`src/rtl/pan_tompkins_pkg.sv`:
```
// Shared definitions for the Pan-Tompkins QRS detector stages.
package pan_tompkins_pkg;

    localparam int unsigned DATA_WIDTH_DEF = 11;
    localparam int unsigned MWI_WINDOW     = 32;

    // Running-sum width: enough headroom for WINDOW full-scale samples.
    function automatic int unsigned mwi_sum_w(input int unsigned dw, input int unsigned win);
        return dw + $clog2(win);
    endfunction

    typedef logic [DATA_WIDTH_DEF-1:0] sample_t;

endpackage

```
`src/rtl/mwi_delay_line.sv`:
```
// Circular sample buffer for the moving-window integrator.
// Presents the oldest entry (the one about to be overwritten) combinationally.
module mwi_delay_line #(
    parameter int unsigned DATA_WIDTH = 11,
    parameter int unsigned WINDOW     = 32
) (
    input  logic                  clk,
    input  logic                  rst,
    input  logic                  clr,
    input  logic                  i_wr_en,
    input  logic [DATA_WIDTH-1:0] i_data,
    output logic [DATA_WIDTH-1:0] o_oldest_c
);

    localparam int unsigned PTR_W = $clog2(WINDOW);

    logic [DATA_WIDTH-1:0] r_buf [WINDOW];
    logic [PTR_W-1:0]      r_wr_ptr;

    assign o_oldest_c = r_buf[r_wr_ptr];

    // Buffer write and pointer advance; WINDOW is a power of two so the pointer wraps naturally.
    always_ff @(posedge clk) begin
        if (rst || clr) begin
            for (int unsigned i = 0; i < WINDOW; i++) begin
                r_buf[i] <= '0;
            end
            r_wr_ptr <= '0;
        end else if (i_wr_en) begin
            r_buf[r_wr_ptr] <= i_data;
            r_wr_ptr        <= r_wr_ptr + PTR_W'(1);
        end
    end

endmodule

```
`src/rtl/moving_window_integrator.sv`:
```
// Moving-window integrator: running sum and average of the last WINDOW samples.
// Optional macro MWI_WARMUP_EN: hold off out_valid until the window has filled.
module moving_window_integrator
    import pan_tompkins_pkg::*;
#(
    parameter int unsigned DATA_WIDTH = DATA_WIDTH_DEF,
    parameter int unsigned WINDOW     = MWI_WINDOW
) (
    input  logic                                      clk,
    input  logic                                      rst,
    input  logic                                      clr,
    input  logic                                      in_valid,
    input  logic [DATA_WIDTH-1:0]                     data,
    output logic [DATA_WIDTH-1:0]                     out,
    output logic [mwi_sum_w(DATA_WIDTH, WINDOW)-1:0]  sum,
    output logic                                      out_valid
);

    localparam int unsigned LOG2W = $clog2(WINDOW);
    localparam int unsigned SUM_W = mwi_sum_w(DATA_WIDTH, WINDOW);

    logic [DATA_WIDTH-1:0] w_oldest;
    logic                  w_accept;
    logic                  w_emit;
    logic [SUM_W-1:0]      w_sum_nxt;

    logic [SUM_W-1:0]      r_sum;
    logic [DATA_WIDTH-1:0] r_out;
    logic                  r_out_valid;

    // clr wins over a concurrent sample; rst is handled by every register directly.
    assign w_accept  = in_valid & ~clr;

    // Sum always equals the buffer contents, so this can neither wrap nor underflow.
    assign w_sum_nxt = r_sum + SUM_W'(data) - SUM_W'(w_oldest);

    mwi_delay_line #(
        .DATA_WIDTH (DATA_WIDTH),
        .WINDOW     (WINDOW)
    ) u_delay_line (
        .clk        (clk),
        .rst        (rst),
        .clr        (clr),
        .i_wr_en    (w_accept),
        .i_data     (data),
        .o_oldest_c (w_oldest)
    );

`ifdef MWI_WARMUP_EN
    localparam int unsigned FILL_W = LOG2W + 1;

    logic [FILL_W-1:0] r_fill;
    logic [FILL_W-1:0] w_fill_nxt;

    assign w_fill_nxt = (r_fill == FILL_W'(WINDOW)) ? r_fill : r_fill + FILL_W'(1);
    assign w_emit     = w_accept & (w_fill_nxt == FILL_W'(WINDOW));

    // Fill counter, saturating once the window holds WINDOW real samples.
    always_ff @(posedge clk) begin
        if (rst || clr) begin
            r_fill <= '0;
        end else if (w_accept) begin
            r_fill <= w_fill_nxt;
        end
    end
`else
    // Buffer starts zero-filled, so every accepted sample yields a valid (ramping) average.
    assign w_emit = w_accept;
`endif

    // Output registers: sum/out hold between samples, out_valid is a one-cycle strobe.
    always_ff @(posedge clk) begin
        if (rst || clr) begin
            r_sum       <= '0;
            r_out       <= '0;
            r_out_valid <= 1'b0;
        end else begin
            r_out_valid <= w_emit;
            if (w_accept) begin
                r_sum <= w_sum_nxt;
                r_out <= w_sum_nxt[SUM_W-1:LOG2W];
            end
        end
    end

    assign out       = r_out;
    assign sum       = r_sum;
    assign out_valid = r_out_valid;

endmodule

```
`config.mk`:
```
export PLATFORM = sky130hd
export DESIGN_NAME = moving_window_integrator
export DESIGN_NICKNAME = d
export VERILOG_FILES = /design/src/rtl/pan_tompkins_pkg.sv /design/src/rtl/mwi_delay_line.sv /design/src/rtl/moving_window_integrator.sv
export SDC_FILE = /design/constraint.sdc
export NUM_CORES = 1
export LEC_CHECK = 0
export BUFFER_PORTS_ARGS = -buffer_cell sky130_fd_sc_hd__buf_4
export CELL_PAD_IN_SITES_DETAIL_PLACEMENT = 0
export CELL_PAD_IN_SITES_GLOBAL_PLACEMENT = 2
export CORE_MARGIN = 1
export CORE_UTILIZATION = 29
export CTS_BUF_LIST = sky130_fd_sc_hd__clkbuf_8
export CTS_CLUSTER_DIAMETER = 80
export CTS_CLUSTER_SIZE = 24
export DETAILED_ROUTE_END_ITERATION = 10
export PLACE_DENSITY_LB_ADDON = 0.12
export SETUP_SLACK_MARGIN = 0.1
export SYNTH_ARGS = -nofsm -noshare
export SYNTH_HDL_FRONTEND = slang
export SYNTH_HIERARCHICAL = 1
export SYNTH_SLANG_ARGS = --single-unit
```
`constraint.sdc`:
```
create_clock -name clk -period 7.85 [get_ports clk]
set_input_delay 0.785 -clock clk [delete_from_list [all_inputs] [get_ports clk]]
set_output_delay 0.785 -clock clk [all_outputs]
set_load 0.01 [all_outputs]
```
==> impl_metrics.yaml, run 1 <==
setup_path:
  critPathKind: "register to register"
  worstPathArrival_ns: 5.81
  critPathSlowestCell: "dfxtp_4"
  required_ns: 8.45
  start_kind: "register"
  cpLargestDelayFamily: "compound AO/OA/AOI/OAI gates"
  cp_num_buf_inv: 2
  worstSetupEndpointType: "register"
  path_cells: "buf_12 > buf_12 > mux2i_1 > a22o_1 > nor3_1 > a31oi_1 > nand3_1 > fa_1 > fa_1 > nor2b_1 > o21bai_1 > a21oi_1 > nor2b_1 > mux2i_1 > a211oi_1"
  crit_fanout: 46
  critPathMaxStageDelay_ns: 0.89
synth:
  syn_inst: 1514
  synth-main-ff-cell: "edfxtp_1"
  ys_seq_elements: 379
  syn_area_um2: 19000
  ys_warn_count: 6
  ys_types: 51
  ys_seq_area_share_pct: 58.46
  async_flop_share_pct: 0
  postSynthAreaPerCell_um2: 12.55
  synth_edf_count: 352
  synth_fp_nets: 1561
timing:
  fmax_ghz: 0.1918
  worst_slack_ns: 2.635
  fin_setup_tns_ns: 0
  slew_violations: 0
  layout_min_cycle_time_ns: 5.215
  final_hold_viol_count: 0
  tightest_slew_ns: 1.159
  skew_ns: 0.05732
  min_period_over_period_pct: 66.43
  relSlewSlack_pct: 21.93
  grt_setup_unrepaired: "false"
  fin_hold_ws_ns: 0.5108
  setup_viol: 0
power:
  p_leak_nw: 7.385
  switching_share_pct: 28.60
  power_density_nw_per_um2: 200.5
  ir_worst_vdd_v: 0.0001106
  p_int_mw: 2.952
  pwr-share-seq_pct: 56.2
  clkPwrFrac_pct: 31.9
  p_sw_mw: 1.182
  total_power_mw: 4.135
  power_frac_comb_pct: 11.9
placed_design:
  gp_congestion: 0.7724
  io_buffers: 42
  dp.cells: 2312
  dpl-instance-area_um2: 19880
  place.detailed.hpwl_mm: 36.12
  dp_slack_ns: 2.785
detailed_routing:
  routed_wl_mm: 56.54
  drt_first_pass_iters: 5
  drt-vias-per-instance: 4.720
  wire_per_inst_um: 23.84
  dr.first_iter.drc_count: 831
  postRouteAntennaNets: 0
  vias: 11200
  drc: 0
clocking:
  clock-sinks: 379
  hold_buffers: 0
  cts_resized: 0
  htree_levels: 1
  insertion_delay_ns: 0.70
  cts_setup_buffers: 0
  clockBufferDepth: 3
  cts_tree: "yes"
  cts_buffers: 30
  cts_root_buf: "clkbuf_8"
  clkSlewWorstSetupHoldPaths_ns: 0.12
floorplan:
  num_rows: 93
  initial_core_util_pct: 29.43
  die_h_um: 258.0
  core-area_um2: 64580
  dieArea_um2: 66560
  pin_count: 43
  dieWidth_um: 258.0
layout:
  drive_above_1_share_pct: 11.17
  design_area_um2: 20620
  fin_cells: 2372
  fill_cells: 6485
  fin_util_pct: 31.93
  syn_to_final_growth_pct: 8.500
  nets: 1536
  final_cell_mix: "352 x and2_1, 352 x edfxtp_1, 182 x mux2i_1"
global_routing:
  grt-ovfl-total: 0
  first_global_vias: 11260
  grt_usage_pct: 16.91
  grt_max_degree: 56
  antenna_found_initial: 3
  grt_pass1_wl_mm: 82.02
status:
  outcome: "finished clean"
hold_path:
  min_path_type: "input pin to register"
job:
  drv_cap: 0
[state kept, by name, summed over array words and instances, names as in the netlist, named ones only]
| register | flops |
|---|---|
| sum | 16 |
| u_delay_line/r_wr_ptr | 5 |
| out_valid | 1 |
| u_delay_line/r_buf | 352 |
[layer usage]
| metal | share of wire (%) | GRT usage (%) | routed length, um | vias to the layer above |
|---|---|---|---|---|
| met2 | 46 | 27.03 | 25930 | 164 |
| met1 | 50 | 24.61 | 28030 | 5697 |
| met3 | 2.9 | 1.826 | 1662 | 44 |
| met4 | 1.6 | 3.501 | 919 | 0 |
| met5 | 0 | 0 | 0 | - |
| li1 | - | - | - | 5292 |
[cells by family (layout without fill, tap and decap cells)]
kind of cell | Yosys count | count (layout) | synth area share [%]
muxes | 182 | 182 | 9.586
DFF | 379 | 379 | 58.46
adders and majority gates | 32 | 32 | 2.541
and+or+nand+nor | 523 | 523 | 16.56
AOI/OAI and AO/OA | 187 | 187 | 6.399
xor gates and xnor gates | 16 | 16 | 0.7374
other | 0 | 4 | 0
buffers and inverters | 195 | 194 | 5.715
[path summary, 6_finish.rpt]
check | from | to | slack (ns) | depth (start not counted)
setup / recovery | register | sum[12]$_SDFFE_PP0P_ | 2.64 | 15
setup reg to reg | register | sum[12]$_SDFFE_PP0P_ | 2.64 | 15
hold reg to reg | sum[1]$_SDFFE_PP0P_ | sum[1]$_SDFFE_PP0P_ | 0.54 | 2
hold / removal | in_valid | sum[5]$_SDFFE_PP0P_ | 0.51 | 3
[power by group through the flow]
stage / combinational, mW / sequential (mW) / clock (mW)
after floorplan: 0.318 / 2.36 / 0
final: 0.492 / 2.32 / 1.32
after global routing: 0.543 / 2.34 / 1.43
after global placement: 0.503 / 2.37 / 0
after CTS: 0.500 / 2.33 / 1.37
after detailed placement: 0.497 / 2.37 / 0
[area by class of cell]
type | instances | area [um2] | area share, %
Clock buffer | 31 | 426.7 | 2.069
Sequential cell | 379 | 11110 | 53.90
Clock inverter | 25 | 302.8 | 1.468
Inverter | 55 | 206.4 | 1.001
Antenna cell | 4 | 10.01 | 0.04854
Multi-Input combinational cell | 940 | 6829 | 33.12
Timing Repair Buffer | 83 | 660.6 | 3.204
Tap cell | 855 | 1070 | 5.188
[synth_stat cells, types with 3 or more instances]
cell	instances	share of area, %
nand2b_1	4	0.13
a21o_1	5	0.20
nand3_4	4	0.37
nand2_1	35	0.69
and2_1	353	12
o21ai_1	7	0.18
nor2_1	34	0.67
buf_2	22	0.58
nor2_4	6	0.36
nor2b_1	5	0.16
a31oi_1	14	0.46
nor2_2	11	0.36
a21oi_1	38	1.0
clkbuf_1	63	1.2
o211ai_1	3	0.12
edfxtp_1	352	56
mux2i_1	182	9.6
buf_12	3	0.32
xnor2_1	8	0.37
a22oi_1	44	1.7
buf_4	26	1.0
a22o_1	22	1.0
clkbuf_2	3	0.079
nand3b_1	3	0.12
o21ai_0	39	1.0
buf_6	22	1.3
o21a_1	3	0.12
ha_1	21	1.4
fa_1	11	1.2
nor3_1	12	0.32
nand3_1	29	0.76
or3_1	4	0.13
xor2_1	8	0.37
nand4_1	14	0.46
inv_1	55	1.1
dfxtp_1	27	2.8
[worst reg2reg max path: stages, from the launching register on]
cell	delay, ns
dfxtp_4	0.89
buf_12	0.46
buf_12	0.37
mux2i_1	0.18
a22o_1	0.24
nor3_1	0.46
a31oi_1	0.12
nand3_1	0.16
fa_1	0.48
fa_1	0.48
nor2b_1	0.20
o21bai_1	0.12
a21oi_1	0.39
nor2b_1	0.20
mux2i_1	0.16
a211oi_1	0.22
Note: power is estimated with default switching activity, not from simulation.
==> run 2: changes to the inputs <==
==> constraint.sdc (replaced) <==
create_clock -name clk -period 5.1 [get_ports clk]
set_input_delay 0.51 -clock clk [delete_from_list [all_inputs] [get_ports clk]]
set_output_delay 0.51 -clock clk [all_outputs]
set_load 0.01 [all_outputs]
==> impl_metrics.yaml, run 2 (synthesis results as in run 1) <==
clocking:
  cts_tree: "yes"
  insertion_delay_ns: 0.68
  hold_buffers: 0
  clock-sinks: 379
  cts_resized: 0
  clockBufferDepth: 3
  htree_levels: 1
  clkSlewWorstSetupHoldPaths_ns: 0.13
  cts_root_buf: "clkbuf_8"
  cts_buffers: 28
  cts_setup_buffers: 0
timing:
  tightest_slew_ns: 0.9932
  relSlewSlack_pct: 33.09
  fmax_ghz: 0.2289
  skew_ns: 0.02826
  fin_setup_tns_ns: 0
  slew_violations: 0
  setup_viol: 0
  final_hold_viol_count: 0
  grt_setup_unrepaired: "false"
  min_period_over_period_pct: 85.66
  layout_min_cycle_time_ns: 4.368
setup_path:
  cpLargestDelayFamily: "compound AO/OA/AOI/OAI gates"
  crit_fanout: 35
  path_cells: "buf_4 > mux2i_1 > a22o_1 > nor3_1 > a31oi_1 > nand3_1 > fa_1 > fa_1 > nor2b_1 > o21bai_1 > a21oi_1 > nor2b_1 > mux2i_1 > a211oi_1"
  critPathKind: "register to register"
  critPathSlowestCell: "buf_4"
  critPathMaxStageDelay_ns: 0.57
  worstPathArrival_ns: 4.95
  cp_num_buf_inv: 1
  required_ns: 5.69
  worstSetupEndpointType: "register"
  start_kind: "register"
placed_design:
  place.detailed.hpwl_mm: 36.61
  io_buffers: 42
  dp.cells: 2332
  gp_congestion: 0.8221
layout:
  fill_cells: 6459
  syn_to_final_growth_pct: 9.105
  fin_cells: 2389
  fin_util_pct: 32.11
  top_register: "u_delay_line/r_buf"
  largest_reg_flops: 352
  nets: 1554
  final_cell_mix: "352 x and2_1, 352 x edfxtp_1, 182 x mux2i_1"
  drive_above_1_share_pct: 12.16
global_routing:
  grt-ovfl-total: 0
  first_global_vias: 11310
  grt_usage_pct: 16.62
  grt_max_degree: 37
  antenna_found_initial: 2
  grt_pass1_wl_mm: 81.01
floorplan:
  num_rows: 93
  core-area_um2: 64580
  dieWidth_um: 258.0
  pin_count: 43
  dieArea_um2: 66560
  initial_core_util_pct: 29.43
  die_h_um: 258.0
hold_path:
  min_path_type: "input pin to register"
detailed_routing:
  drt_first_pass_iters: 5
  dr.first_iter.drc_count: 844
  drt-vias-per-instance: 4.644
  routed_wl_mm: 55.63
  drc: 0
  vias: 11090
  wire_per_inst_um: 23.29
  postRouteAntennaNets: 0
power:
  power_density_nw_per_um2: 300.3
  p_leak_nw: 7.456
  ir_worst_vdd_v: 0.0001633
status:
  outcome: "finished clean"
job:
  drv_cap: 0
-- run 2: layout make-up --
| class | instances | area, um2 | share of cell area, % |
|---|---|---|---|
| tap | 855 | 1070 | 5.159 |
| clock inverter | 24 | 281.5 | 1.358 |
| inverter | 55 | 206.4 | 0.9957 |
| multi-input combinational | 940 | 6829 | 32.94 |
| timing repair buffer | 103 | 835.8 | 4.031 |
| antenna | 5 | 12.51 | 0.06034 |
| sequential | 379 | 11110 | 53.60 |
| clock buffer | 28 | 385.4 | 1.859 |
-- run 2: metrics by stage --
stage               cell area, um2  setup WS [ns]  hold slack (ns)  total power, mW
floorplan                    19000          1.680           0.5143            4.128
global route                 20720         0.3172           0.2216            6.506
detailed placement           20060         0.6106           0.5420            4.433
finish                       20730         0.7316           0.2508            6.227
global placement             20060         0.6633           0.5365            4.446
CTS                          20720         0.5693           0.1846            6.336
-- run 2: power breakdown --
part / switching (mW) / internal (mW)
sequential: 0.0542 / 3.52
clock: 1.26 / 0.624
combinational: 0.499 / 0.271
-- run 2: path summary, 6_finish.rpt --
kind	startpoint	depth (start not counted)	slack, ns	end
setup / recovery	register	14	0.73	sum[12]$_SDFFE_PP0P_
hold / removal	in_valid	3	0.25	sum[1]$_SDFFE_PP0P_
setup reg to reg	register	14	0.73	sum[12]$_SDFFE_PP0P_
hold reg to reg	sum[5]$_SDFFE_PP0P_	2	0.55	sum[5]$_SDFFE_PP0P_
-- run 2: tightest hold or removal path, cell delays in order --
cell and delay [ns]:
buf_4 0.21, nor2_1 0.12, a211oi_1 0.05
-- run 2: layer usage --
layer  track usage [%]  wire length [um]  vias up
met5                 0                 0        -
met4             3.912              1048        0
met3             1.747              1837       43
met2             27.35             26060      166
met1             23.41             26690     5556
li1                  -                 -     5329
